### config.mk
export PLATFORM = sky130hd
export DESIGN_NAME = bank_command_issuer
export DESIGN_NICKNAME = d
export VERILOG_FILES = /design/src/rtl/bank_command_issuer.sv
export SDC_FILE = /design/constraint.sdc
export NUM_CORES = 1
export LEC_CHECK = 0
export CORE_MARGIN = 3
export CORE_UTILIZATION = 51
export DETAILED_ROUTE_END_ITERATION = 8
export GPL_TIMING_DRIVEN = 0
export PLACE_DENSITY = 0.8
export SYNTH_ARGS = -nofsm -noshare
export SYNTH_HDL_FRONTEND = slang
export SYNTH_SLANG_ARGS = --single-unit
### constraint.sdc
create_clock -name clk -period 3.3 [get_ports clk]
set_input_delay 0.66 -clock clk [delete_from_list [all_inputs] [get_ports clk]]
set_output_delay 0.66 -clock clk [all_outputs]
set_load 0.01 [all_outputs]
### src/rtl/bank_command_issuer.sv
// Single-bank DRAM command issuer: open-page row management with tRCD/tRP/tRAS
// timing and periodic refresh, driving a registered cs/ras/cas/we command bus.
module bank_command_issuer #(
  parameter int unsigned COL_BITS = 10,
  parameter int unsigned T_RCD    = 3,
  parameter int unsigned T_RP     = 3,
  parameter int unsigned T_RAS    = 8,
  parameter int unsigned T_REFI   = 200,
  parameter int unsigned T_RFC    = 20
) (
  input  logic        clk,
  input  logic        reset,
  input  logic        req_valid,
  output logic        req_ready,
  input  logic [31:0] req_addr,
  input  logic [31:0] req_data,
  input  logic        req_write,
  input  logic [31:0] req_id,
  output logic        cmd_fire,
  output logic        cs,
  output logic        ras,
  output logic        cas,
  output logic        we,
  output logic [31:0] cmd_addr,
  output logic [31:0] cmd_data,
  output logic [31:0] cmd_id,
  output logic [63:0] global_cycle
);

  localparam int unsigned ROW_BITS = 32 - COL_BITS;
  localparam int unsigned WAIT_MAX = (T_RCD > T_RP) ? ((T_RCD > T_RFC) ? T_RCD : T_RFC)
                                                    : ((T_RP > T_RFC) ? T_RP : T_RFC);
  localparam int unsigned WAIT_W   = $clog2(WAIT_MAX + 1);
  localparam int unsigned RAS_W    = $clog2(T_RAS + 1);
  localparam int unsigned REFI_W   = $clog2(T_REFI + 1);
  // Wait states are entered one cycle after the command, so they hold T-1 cycles.
  localparam int unsigned RCD_LOAD = (T_RCD > 1) ? T_RCD - 2 : 0;
  localparam int unsigned RP_LOAD  = (T_RP > 1) ? T_RP - 2 : 0;
  localparam int unsigned RFC_LOAD = (T_RFC > 1) ? T_RFC - 2 : 0;

  localparam logic [3:0] CMD_NOP = 4'b1111;
  localparam logic [3:0] CMD_ACT = 4'b0011;
  localparam logic [3:0] CMD_RD  = 4'b0101;
  localparam logic [3:0] CMD_WR  = 4'b0100;
  localparam logic [3:0] CMD_PRE = 4'b0010;
  localparam logic [3:0] CMD_REF = 4'b0001;

  typedef enum logic [2:0] {
    S_IDLE, S_PRE, S_PRE_WAIT, S_ACT, S_ACT_WAIT, S_RW, S_REF, S_REF_WAIT
  } state_t;

  state_t              state, state_d;
  logic [WAIT_W-1:0]   wait_cnt, wait_d;
  logic                pre_ref, pre_ref_d;
  logic                accept_c, ref_done_c, pre_fire_c;
  logic [RAS_W-1:0]    tras, tras_d;
  logic [REFI_W-1:0]   refi;
  logic                ref_pending;
  logic                row_open;
  logic [ROW_BITS-1:0] open_row;
  logic [31:0]         lat_addr, lat_data, lat_id;
  logic                lat_write;
  logic [31:0]         lat_addr_d, lat_data_d, lat_id_d;
  logic                lat_write_d;
  logic [3:0]          cmd_d;
  logic [31:0]         cmd_addr_d, cmd_data_d, cmd_id_d;

  assign req_ready   = reset && (state == S_IDLE) && !ref_pending;
  assign lat_addr_d  = accept_c ? req_addr  : lat_addr;
  assign lat_data_d  = accept_c ? req_data  : lat_data;
  assign lat_id_d    = accept_c ? req_id    : lat_id;
  assign lat_write_d = accept_c ? req_write : lat_write;

  // State register.
  always_ff @(posedge clk or negedge reset) begin
    if (!reset) begin
      state    <= S_IDLE;
      wait_cnt <= '0;
      pre_ref  <= 1'b0;
    end else begin
      state    <= state_d;
      wait_cnt <= wait_d;
      pre_ref  <= pre_ref_d;
    end
  end

  // Next-state logic: request/refresh arbitration and timing countdowns.
  always_comb begin
    state_d    = state;
    wait_d     = wait_cnt;
    pre_ref_d  = pre_ref;
    accept_c   = 1'b0;
    ref_done_c = 1'b0;
    pre_fire_c = (state == S_PRE) && (tras == '0);
    if (state == S_ACT)      tras_d = RAS_W'(T_RAS - 1);
    else if (tras != '0)     tras_d = tras - RAS_W'(1);
    else                     tras_d = tras;
    case (state)
      S_IDLE: begin
        if (ref_pending) begin
          if (row_open) begin
            state_d   = S_PRE;
            pre_ref_d = 1'b1;
          end else begin
            state_d = S_REF;
          end
        end else if (req_valid) begin
          accept_c  = 1'b1;
          pre_ref_d = 1'b0;
          if (!row_open)                               state_d = S_ACT;
          else if (req_addr[31:COL_BITS] == open_row)  state_d = S_RW;
          else                                         state_d = S_PRE;
        end
      end
      S_PRE: begin
        if (pre_fire_c) begin
          if (T_RP == 1) begin
            state_d = pre_ref ? S_REF : S_ACT;
          end else begin
            state_d = S_PRE_WAIT;
            wait_d  = WAIT_W'(RP_LOAD);
          end
        end
      end
      S_PRE_WAIT: begin
        if (wait_cnt == '0) state_d = pre_ref ? S_REF : S_ACT;
        else                wait_d  = wait_cnt - WAIT_W'(1);
      end
      S_ACT: begin
        if (T_RCD == 1) begin
          state_d = S_RW;
        end else begin
          state_d = S_ACT_WAIT;
          wait_d  = WAIT_W'(RCD_LOAD);
        end
      end
      S_ACT_WAIT: begin
        if (wait_cnt == '0) state_d = S_RW;
        else                wait_d  = wait_cnt - WAIT_W'(1);
      end
      S_RW: state_d = S_IDLE;
      S_REF: begin
        if (T_RFC == 1) begin
          state_d    = S_IDLE;
          ref_done_c = 1'b1;
        end else begin
          state_d = S_REF_WAIT;
          wait_d  = WAIT_W'(RFC_LOAD);
        end
      end
      S_REF_WAIT: begin
        if (wait_cnt == '0) begin
          state_d    = S_IDLE;
          ref_done_c = 1'b1;
        end else begin
          wait_d = wait_cnt - WAIT_W'(1);
        end
      end
      default: state_d = S_IDLE;
    endcase
  end

  // Output decode: the command the bus will carry in the state being entered.
  always_comb begin
    cmd_d      = CMD_NOP;
    cmd_addr_d = '0;
    cmd_data_d = '0;
    cmd_id_d   = '0;
    case (state_d)
      S_ACT: begin
        cmd_d      = CMD_ACT;
        cmd_addr_d = lat_addr_d;
        cmd_id_d   = lat_id_d;
      end
      S_RW: begin
        cmd_d      = lat_write_d ? CMD_WR : CMD_RD;
        cmd_addr_d = lat_addr_d;
        cmd_data_d = lat_write_d ? lat_data_d : 32'd0;
        cmd_id_d   = lat_id_d;
      end
      S_PRE: begin
        // Stalled PRE shows NOP until the row has been open for tRAS.
        if (tras_d == '0) begin
          cmd_d      = CMD_PRE;
          cmd_addr_d = {open_row, {COL_BITS{1'b0}}};
          cmd_id_d   = pre_ref_d ? 32'd0 : lat_id_d;
        end
      end
      S_REF: cmd_d = CMD_REF;
      default: ;
    endcase
  end

  // Datapath: request latch, row tracking, timing counters, refresh and command registers.
  always_ff @(posedge clk or negedge reset) begin
    if (!reset) begin
      global_cycle <= '0;
      lat_addr     <= '0;
      lat_data     <= '0;
      lat_id       <= '0;
      lat_write    <= 1'b0;
      row_open     <= 1'b0;
      open_row     <= '0;
      tras         <= '0;
      refi         <= REFI_W'(T_REFI);
      ref_pending  <= 1'b0;
      cmd_fire     <= 1'b0;
      {cs, ras, cas, we} <= CMD_NOP;
      cmd_addr     <= '0;
      cmd_data     <= '0;
      cmd_id       <= '0;
    end else begin
      global_cycle <= global_cycle + 64'd1;
      lat_addr     <= lat_addr_d;
      lat_data     <= lat_data_d;
      lat_id       <= lat_id_d;
      lat_write    <= lat_write_d;
      tras         <= tras_d;
      if (state == S_ACT) begin
        row_open <= 1'b1;
        open_row <= lat_addr[31:COL_BITS];
      end else if (pre_fire_c) begin
        row_open <= 1'b0;
      end
      if (state == S_REF)     refi <= REFI_W'(T_REFI);
      else if (refi != '0)    refi <= refi - REFI_W'(1);
      if (ref_done_c)         ref_pending <= 1'b0;
      else if (refi == '0)    ref_pending <= 1'b1;
      cmd_fire           <= (cmd_d != CMD_NOP);
      {cs, ras, cas, we} <= cmd_d;
      cmd_addr           <= cmd_addr_d;
      cmd_data           <= cmd_data_d;
      cmd_id             <= cmd_id_d;
    end
  end

endmodule

==> results.md <==
- Setup TNS: 0 ns
- Top_reg_cell synth: dfrtp_1
- CTS clk-pin slew, worst paths: 0.06 ns
- Die Wd: 163.9 um
- Number of global-route vias before repair: roughly 9500
- Final Non-Filler Cells: 1727
- Synthesized net count: ~1200
- Drt total wl: 31410 um
- Final Cycle Share: 95.76%
- Die height: 163.9 um
- Fin nets: 1484
- CP Launch Type: register
- Port Buffers: roughly 270
- Setup Skew: roughly 0.018 ns
- Via count: 9300
- Crit path from: state[0]
- Largest net degree at the start of global routing: 126
- Worst hold slack: 0.1525 ns
- Remaining antenna violation count after routing: 0
- Reg2Reg Setup Slack: approximately 0.14 ns
- Slowest-stage cell, CP: nor4_1
- Area growth syn-to-layout: 33.91%
- Clk sinks: 307
- Initial Utilization: 52.13%
- Worst Path Buf+Inv: 2
- Finished Core Util: 69.81%
- Synth Cell Area: 12720 um2
- Slew headroom: 30.63%
- CTS tree: done
- Hold Vio Cnt, Final: 0
- VDD IR max: between 0.6 and 0.7 mV
- LEAKAGE: 7.499 nW
- PwrDens: about 840 nW/um2
- Pre-antenna DRT Iters: 6
- Ys async rst share: 100.0%
- DRC: 0
- Num CTS Buffers: 34
- Kind of critical path: reg -> reg
- Synthesized instance count: 1073
- Inst Count DP: 1664
- Root buffer cell: clkbuf_16
- Post-Synth Adder-Cell Area: 0.8265%
- Vias/cell: 5.385
- FP Rows: 57
- All-Layer GR Usage: a little under a quarter
- Initial antenna violation count: 2
- Synth warn: 0
- Compound-gate portion of the synthesized area: 3.887%
- Max stage delay on crit path: just under 0.7 ns
- Setup slack after layout: ~0.14 ns
- Setup WS pre-CTS: -0.2180 ns
- Avg Synthesized Cell Area: 11.85 um2
- Synth Area in Simple Gates: 17.35%
- Minimum clock period after layout: 3.160 ns
- Core region area: 24390 um2
- Register bit total from synthesis: 307
- Skew-Pair Late Insertion Delay: 0.51 ns
- Setup Buffers After CTS: 0
- WP data required: roughly 3.7 ns
- Most common cell on crit path: clkbuf_1
- Buffer depth of the longest clock path: 3
- Status: finished, final reports clean
- R2R depth: 6
- Post-CTS Hold Fix Bufs: 0
- DP HPWL: 21820 um
- Data arrival, critical path: 3.52 ns
- Global route overflow: 0
- Crit path max fanout: 10
- Die area: 26860 um2
- Final Max Tran Viols: 0
- Crit path to: cmd_id[19]
- Share of layout cells above drive strength 1: 14.19%
- Crit-path leading delay family: simple AND/OR/NAND/NOR gates
- Drt wl/cell: 18.19 um
- H-tree levels: 2
- Drt initial violations: 604
- Largest family of logic cells by synthesized area: simple AND/OR/NAND/NOR gates
- Post-Synth XOR/XNOR Area: 6.406%
- R2R Path Start: state[0]
- Element type at the critical path end: register
- Mux contribution to synthesized area: 8.905%
- Worst-path cell chain: nor4_1, nand2_1, clkbuf_1, clkbuf_1, mux2_2, nor2b_1
- First-pass GRT wire length: 49620 um
- Netlist cell types: between 60 and 70
- GPL Wtd Cong: roughly 0.84
- Worst Max-Slew Pin Slew: 1.037 ns
- FMAX: 316.5 MHz
- Final setup fails: 0
- Share of the yosys chip area belonging to registers: slightly above 60%
- Max Cap Viol: 0
- Hold crit path type: in -> async
- Worst path depth: 6
- Post-synth EDFFs: 0
- Ports: 266
- FF-to-FF End: cmd_id[19]
-- metrics by stage --
stage | cell area (um2) | power (mW)
after floorplan | 12720 | 8.754
after global placement | 15770 | 10.36
after detailed placement | 15830 | 10.53
after CTS | 17000 | 14.44
after global routing | 17030 | 15.24
final | 17030 | 14.34
-- worst reg2reg max path: cells and delay by family, from the launching register on --
family                 cells  cell delay [ns]
AND/OR/NAND/NOR            3             1.30
buffers and inverters      2             0.89
flip-flops                 1             0.47
multiplexers               1             0.37
-- routing by layer --
layer / vias to the layer above / global-route usage [%] / share of wire [%]
li1: 4276 / - / -
met1: 4599 / 28.93 / 39
met2: 345 / 38.15 / 49
met3: 76 / 7.642 / 8.8
met4: 4 / 8.804 / 3.4
met5: - / 0 / 0.086
-- layout by cell type, fill, tap and decap left out, types with 7 or more instances in the layout --
cell type | Yosys | final
nor3_1 | 11 | 11
and3_1 | 12 | 12
dfrtp_1 | 300 | 300
and4_1 | 10 | 10
xnor2_1 | 52 | 52
nand3_1 | 25 | 25
clkdlybuf4s50_1 | 0 | 264
buf_2 | 8 | 8
nor4_1 | 11 | 11
nand4_1 | 44 | 44
nor2_1 | 48 | 48
xor2_1 | 41 | 41
a31oi_1 | 22 | 22
inv_1 | 19 | 19
clkbuf_8 | 0 | 11
dfstp_2 | 7 | 7
o21ai_0 | 7 | 7
clkbuf_16 | 0 | 38
nand2_1 | 160 | 160
nor2b_1 | 68 | 68
mux2_2 | 97 | 97
clkinv_2 | 0 | 7
a21oi_1 | 20 | 20
clkbuf_1 | 30 | 34
-- state kept, by name, indices dropped and copies added, names as in the netlist --
signal and cells:
ref_pending 1, cmd_addr 32, cmd_data 32, lat_write 1, cmd_fire 1, we 1
ras 1, cs 1, lat_addr 32, lat_data 32, state 3, cas 1
row_open 1, refi 8, open_row 22, wait_cnt 5, global_cycle 64, pre_ref 1
tras 4, lat_id 32, cmd_id 32
-- logic make-up after synthesis --
family	Yosys count
buf+inv	65
xor+xnor	93
flops	307
simple gates	427
compound gates	72
fa+ha+maj	8
mux	101
-- power breakdown --
| group | switching [mW] | total, mW | internal, mW |
|---|---|---|---|
| combinational | 2.85 | 5.12 | 2.27 |
| clock | 1.47 | 3.83 | 2.36 |
| sequential | 0.496 | 5.39 | 4.90 |
| total | 4.81 | 14.3 | 9.53 |
-- what timing repair did --
action | CTS | global route
resized for setup | 0 | 0
endpoints found under the setup margin | 0 | 1
hold endpoints to repair | 0 | 0
-- worst min-delay path by stage --
stage / from / end / slack, ns / cells past startpoint
2_1_floorplan: reset / cmd_addr[0] / 0.36 / 0
5_1_grt: reset / global_cycle[36] / 0.19 / 1
6_report: reset / global_cycle[46] / 0.15 / 1
3_5_place_dp: lat_addr[27] / open_row[17] / 0.45 / 2
4_1_cts: reset / global_cycle[46] / 0.14 / 1
3_3_place_gp: lat_addr[12] / open_row[2] / 0.44 / 2
-- area by class of cell --
class | count | area, um2
sequential | 307 | 7691
fill | 1751 | 7363
multi-input combinational | 701 | 4752
timing repair buffer | 268 | 2738
clock buffer | 52 | 1092
tap | 324 | 405.4
buffer | 44 | 193.9
inverter | 21 | 78.83
clock inverter | 9 | 73.82
antenna | 1 | 2.502
-- cell usage after synthesis (20+ instances only) --
| cell type | instances | area, um2 |
|---|---|---|
| nor2_1 | 48 | 180.2 |
| dfrtp_1 | 300 | 7507 |
| nor2b_1 | 68 | 425.4 |
| a21oi_1 | 20 | 100.1 |
| nand2_1 | 160 | 600.6 |
| clkbuf_1 | 30 | 112.6 |
| nand4_1 | 44 | 275.3 |
| xnor2_1 | 52 | 455.4 |
| mux2_2 | 97 | 1092 |
| a31oi_1 | 22 | 137.6 |
| xor2_1 | 41 | 359.1 |
| nand3_1 | 25 | 125.1 |
Note: power is estimated with default switching activity, not from simulation.
